$ cat config.mk
export PLATFORM = sky130hd
export DESIGN_NAME = mem_io_unit
export DESIGN_NICKNAME = d
export VERILOG_FILES = /design/src/rtl/mem_io_unit_pkg.sv /design/src/rtl/mem_io_unit_data_ram.sv /design/src/rtl/mem_io_unit.sv
export SDC_FILE = /design/constraint.sdc
export NUM_CORES = 2
export LEC_CHECK = 0
export BUFFER_PORTS_ARGS = -buffer_cell sky130_fd_sc_hd__buf_2
export CORE_UTILIZATION = 50
export CTS_BUF_LIST = sky130_fd_sc_hd__clkbuf_4 sky130_fd_sc_hd__clkbuf_8
export DETAILED_ROUTE_END_ITERATION = 16
export GPL_TIMING_DRIVEN = 0
export PLACE_DENSITY = 0.67
export SLEW_MARGIN = 15
export SYNTH_ARGS = -nofsm -noshare
export SYNTH_HDL_FRONTEND = slang
export SYNTH_SLANG_ARGS = --single-unit
$ cat constraint.sdc
create_clock -name ck -period 1.69 [get_ports ck]
set_input_delay 0 -clock ck [delete_from_list [all_inputs] [get_ports ck]]
set_output_delay 0 -clock ck [all_outputs]
set_load 0.02 [all_outputs]
$ cat src/rtl/mem_io_unit_pkg.sv
// Shared opcode, sub-op and FSM encodings for the pP 8-bit core.
// Latency: none (definitions only); backpressure: n/a.
package pp_defs;

    localparam logic [3:0] KIND_ALU     = 4'b0000;
    localparam logic [3:0] KIND_ALU_IMM = 4'b0001;
    localparam logic [3:0] KIND_BRANCH  = 4'b0010;
    localparam logic [3:0] KIND_MEM_IO  = 4'b0011;
    localparam logic [3:0] KIND_JUMP    = 4'b0100;

    localparam logic [1:0] FN2_LOAD  = 2'b00;
    localparam logic [1:0] FN2_STORE = 2'b01;
    localparam logic [1:0] FN2_IN    = 2'b10;
    localparam logic [1:0] FN2_OUT   = 2'b11;

    typedef enum logic [1:0] {
        ST_IDLE     = 2'b00,
        ST_IN_WAIT  = 2'b01,
        ST_OUT_WAIT = 2'b10,
        ST_DONE     = 2'b11
    } mio_state_e;

    function automatic logic is_mem_op(input logic [3:0] kind);
        return kind == KIND_MEM_IO;
    endfunction

endpackage

$ cat src/rtl/mem_io_unit_data_ram.sv
// Single-port byte RAM, synchronous write and read-enabled registered read, no reset.
// Latency: read data valid after the enabled edge and held until the next read; backpressure: none.
module data_ram #(
    parameter int ADDR_W = 8
) (
    input  logic              ck,
    input  logic              we,
    input  logic              re,
    input  logic [ADDR_W-1:0] addr,
    input  logic [7:0]        wr_dat,
    output logic [7:0]        rd_dat
);

    logic [7:0] mem [2**ADDR_W];
    logic [7:0] rd_d;
    logic [7:0] rd_q;

    always_comb begin
        rd_d = rd_q;
        if (re) begin
            rd_d = mem[addr];
        end
    end

    always_ff @(posedge ck) begin
        if (we) begin
            mem[addr] <= wr_dat;
        end
        rd_q <= rd_d;
    end

    assign rd_dat = rd_q;

endmodule

$ cat src/rtl/mem_io_unit.sv
// Data-side load/store and I/O port unit: RAM access plus valid/ready port handshakes.
// Latency: load/IN result registered one edge after access/capture; backpressure: stall while a port transfer waits.
module mem_io_unit
    import pp_defs::*;
#(
    parameter int ADDR_W = 8
) (
    input  logic              ck,
    input  logic              res,
    input  logic              ck2,
    input  logic [3:0]        kind,
    input  logic [1:0]        fn2,
    input  logic [ADDR_W-1:0] addr,
    input  logic [7:0]        store_d,
    output logic [7:0]        load_d,
    output logic              stall,
    input  logic [7:0]        io_in_d,
    input  logic              io_in_valid,
    output logic              io_in_ready,
    output logic [7:0]        io_out_d,
    output logic              io_out_valid,
    input  logic              io_out_ack
);

    mio_state_e state_d, state_q;
    logic [7:0] in_byte_d, in_byte_q;
    logic       load_sel_d, load_sel_q;
    logic [7:0] out_byte_d, out_byte_q;
    logic       ram_re;
    logic       ram_we;
    logic [7:0] ram_rd_dat;
    logic       mem_op;

    assign mem_op = is_mem_op(kind);
    assign ram_we = mem_op && (fn2 == FN2_STORE) && !ck2;

    data_ram #(
        .ADDR_W (ADDR_W)
    ) u_data_ram (
        .ck     (ck),
        .we     (ram_we),
        .re     (ram_re),
        .addr   (addr),
        .wr_dat (store_d),
        .rd_dat (ram_rd_dat)
    );

    always_comb begin
        state_d    = state_q;
        in_byte_d  = in_byte_q;
        load_sel_d = load_sel_q;
        out_byte_d = out_byte_q;
        ram_re     = 1'b0;
        case (state_q)
            ST_IDLE: begin
                if (mem_op && ck2) begin
                    case (fn2)
                        FN2_LOAD: begin
                            ram_re     = 1'b1;
                            load_sel_d = 1'b0;
                        end
                        FN2_IN: begin
                            state_d = ST_IN_WAIT;
                        end
                        FN2_OUT: begin
                            out_byte_d = store_d;
                            state_d    = ST_OUT_WAIT;
                        end
                        default: begin
                        end
                    endcase
                end
            end
            ST_IN_WAIT: begin
                if (io_in_valid) begin
                    in_byte_d  = io_in_d;
                    load_sel_d = 1'b1;
                    state_d    = ST_DONE;
                end
            end
            ST_OUT_WAIT: begin
                if (io_out_ack) begin
                    state_d = ST_DONE;
                end
            end
            // One dead cycle so a still-high ck2 cannot restart the same port op.
            ST_DONE: begin
                state_d = ST_IDLE;
            end
            default: begin
                state_d = ST_IDLE;
            end
        endcase
    end

    always_ff @(posedge ck or negedge res) begin
        if (!res) begin
            state_q    <= ST_IDLE;
            in_byte_q  <= 8'h00;
            load_sel_q <= 1'b1;
            out_byte_q <= 8'h00;
        end else begin
            state_q    <= state_d;
            in_byte_q  <= in_byte_d;
            load_sel_q <= load_sel_d;
            out_byte_q <= out_byte_d;
        end
    end

    // Both mux inputs and the select are registers, so load_d only moves at clock edges.
    assign load_d       = load_sel_q ? in_byte_q : ram_rd_dat;
    assign io_out_d     = out_byte_q;
    assign io_in_ready  = (state_q == ST_IN_WAIT);
    assign io_out_valid = (state_q == ST_OUT_WAIT);
    assign stall        = (state_q == ST_IN_WAIT) || (state_q == ST_OUT_WAIT);

endmodule

==> impl_metrics.json <==
{
  "design_area_um2": 93500,
  "vias": 40900,
  "seqPwrFrac": 0.534,
  "drv_cap": 0,
  "clkTransAtPathRegs_ns": 0.06,
  "syn_area_per_cell_um2": 22.0,
  "dieArea_um2": 160000,
  "failed_checks": "negative hold slack, negative setup slack",
  "final_layout_size_suffix_gt1_frac": 0.390,
  "drc": 0,
  "final_cell_mix": "2056 x edfxtp_1, 512 x mux4_2, 361 x clkbuf_8",
  "nFillCells": 11100,
  "die_y_um": 400,
  "cts_htree_levels": 5,
  "grt_pass1_wl_mm": 303,
  "ant_nets": 0,
  "critPathMaxStageDelay_ns": 0.59,
  "setup_ws_ns": -1.04,
  "core-area_um2": 157000,
  "yosysWarningCount": 0,
  "initial_utilization": 0.506,
  "synthesis.nets": 3636,
  "numCtsBuffers": 344,
  "cts.sinks": 2075,
  "cp_num_buf_inv": 3,
  "cts_tree": "yes",
  "cpMostUsedCell": "clkbuf_2",
  "viasPerCell": 6.40,
  "place_inst": 5722,
  "track_usage": 0.271,
  "drtIter0Drc": 5566,
  "dieWidth_um": 400,
  "syn_inst": 3597,
  "clock_path_buffers": 4,
  "p_sw_w": 0.0239,
  "crit_family": "buffers and inverters",
  "dp_slack_ns": -2.67,
  "fin_skew_ns": 0.0795,
  "wl_per_cell_um": 34.1,
  "ys_ff_latch": 2075,
  "hpwl_mm": 135,
  "synth-seq-area-share": 0.785,
  "period_share": 1.62,
  "maxSlewViolCount": 0,
  "crit_path_max_fanout": 10,
  "port_buffers": 51,
  "netlist_area_um2": 79300,
  "final_common_cell": "edfxtp_1",
  "worstSetupPathType": "in -> reg",
  "placementRows": 145,
  "cp-end-kind": "flip-flop",
  "required_ns": 2.35,
  "cell_internal_pwr_w": 0.0825,
  "relSlewSlack": 0.155,
  "p_sw_frac": 0.225,
  "nNetsFinal": 4126,
  "hold_viol_final": 48,
  "antenna_found_initial": 7,
  "wirelength_mm": 218,
  "min_period_ns": 2.73,
  "worstMarginPinSlew_ns": 1.27,
  "arrival_ns": 3.39,
  "outcome": "finished with violations",
  "root_buffer": "clkbuf_8",
  "rsz0062_at_grt": "true",
  "grt_pass1_vias": 40800,
  "globalplace.congestion": 0.984,
  "ys_types": 32,
  "grt_overflow_total": 0,
  "fmaxAchievable_mhz": 366,
  "detail_route.first_pass.iterations": 6,
  "cellPowerDensity_nw_per_um2": 1140,
  "hold_class": "in -> reg",
  "insertion_delay_ns": 1.05,
  "p_comb_frac": 0.064,
  "syn_to_final_growth_pct": 17.9,
  "ir_worst_vdd_v": 0.000923,
  "grt_max_degree": 129,
  "start_kind": "input pin",
  "post-route-util": 0.597,
  "p_clk_frac": 0.402,
  "cpMaxStageDelayCell": "clkbuf_2",
  "ioPinCount": 54,
  "hold-worst-slack_ns": -0.113,
  "setup_viol": 719,
  "fin_cells": 6394,
  "postPlaceCellArea_um2": 84400,
  "leakage_nw": 28.7,
  "worstPathCellList": "buf_4 > clkbuf_2 > clkbuf_2 > mux4_2 > a22oi_1 > a21oi_1 > o41ai_4 > nand4_1"
}
-- cell usage after synthesis (all sizes together) --
library cell	n	area share
a31oi	1	0.000079
o211ai	1	0.000095
nand4	9	0.00071
nor2	262	0.012
nand2	32	0.0015
and3	1	0.000079
and4	1	0.00011
nand3	7	0.00044
a22oi	256	0.024
nor3b	3	0.00028
and2	2	0.00016
o21ai	1	0.000063
clkbuf	143	0.0068
mux4	512	0.15
nand2b	3	0.00024
edfxtp	2056	0.78
dfrtp	18	0.0057
a222oi	1	0.00013
nor3	1	0.000063
nor2b	6	0.00047
mux2	24	0.0034
o41ai	32	0.0035
a21oi	130	0.0082
ha	4	0.00063
dfstp	1	0.00033
nor4bb	1	0.00013
inv	5	0.00024
or2	1	0.000079
buf	83	0.0059
-- per-layer routing --
metal  share of wire  GRT usage  vias to the layer above  wire length (µm)
met5               0          0                        -                 0
met4           0.045      0.121                        0              9830
met3            0.11     0.0648                      487             23000
met2            0.47      0.410                     2380            102000
met1            0.38      0.379                    21700             83500
li1                -          -                    16300                 -
-- final cells by class --
class                   instances  area, µm²  share of cell area
diodes                          7       17.5            0.000187
flip-flops and latches       2075      62200               0.665
multi-input cells            1291      18700               0.200
clock inverters               138        891             0.00953
well taps                    2058       2570              0.0275
repair buffers                145       1760              0.0188
clock buffers                 450       5590              0.0597
inverters                       5       18.8            0.000201
plain buffers                 225       1700              0.0182
-- worst paths after layout --
| path | depth (start not counted) | endpoint | slack [ns] | start |
|---|---|---|---|---|
| worst max-delay path | 8 | u_data_ram.rd_dat[3] | -1.04 | addr[1] |
| worst min-delay path | 4 | u_data_ram.mem[178][3] | -0.11 | addr[6] |
| worst max register to register | 5 | u_data_ram.rd_dat[3] | -1.03 | u_data_ram.mem[234][3] |
| worst min register to register | 1 | io_out_d[6] | 0.50 | io_out_d[6] |
| max in group asynchronous | 3 | io_out_d[3] | 0.81 | res |
| min in group asynchronous | 3 | state_q[1] | 0.21 | res |
-- cells by family (layout without fill, tap and decap cells) --
family,after synthesis,in the layout,share of synthesized area
adder cells (fa/ha/maj),4,4,0.000631
buffers and inverters,231,963,0.0130
flip-flops,2075,2075,0.785
AO/OA/AOI/OAI,422,422,0.0363
other,0,7,0
AND/OR/NAND/NOR,329,329,0.0167
multiplexers,536,536,0.149
-- registers in the layout, indices dropped and copies added (netlist names) --
signal             count
u_data_ram.rd_dat      8
io_out_d               8
load_sel_q             1
u_data_ram.mem      2048
state_q                2
in_byte_q              8
-- tightest hold or removal path: stages --
cell	delay [ns]
buf_2	0.14
nor2b_1	0.10
nand3_2	0.34
nor2_4	0.15
-- power groups by stage --
| stage | registers, W | logic, W | clock network, W |
|---|---|---|---|
| 2_1_floorplan | 0.0579 | 0.00311 | 0 |
| 3_3_place_gp | 0.0581 | 0.00553 | 0 |
| 3_5_place_dp | 0.0579 | 0.00577 | 0 |
| 4_1_cts | 0.0568 | 0.00615 | 0.0431 |
| 5_1_grt | 0.0568 | 0.00704 | 0.0452 |
| 6_report | 0.0568 | 0.00680 | 0.0428 |
-- stage by stage --
step / TNS (ns) / total power (W)
3_3_place_gp: - / 0.0636
3_5_place_dp: -4375.48 / 0.0636
5_1_grt: -46.26 / 0.109
2_1_floorplan: -140.49 / 0.0610
4_1_cts: -104.52 / 0.106
6_report: -60.54 / 0.106
-- what timing repair did --
item                       in CTS  in global routing
pin swaps                      39                 42
hold endpoints to repair     1736                 96
gates resized for setup       196                217
setup endpoints to repair    2075               1642
setup buffers                   4                 17
cloned                          0                  1
hold buffers                   56                  1
Power figures use the tool's default switching activity.
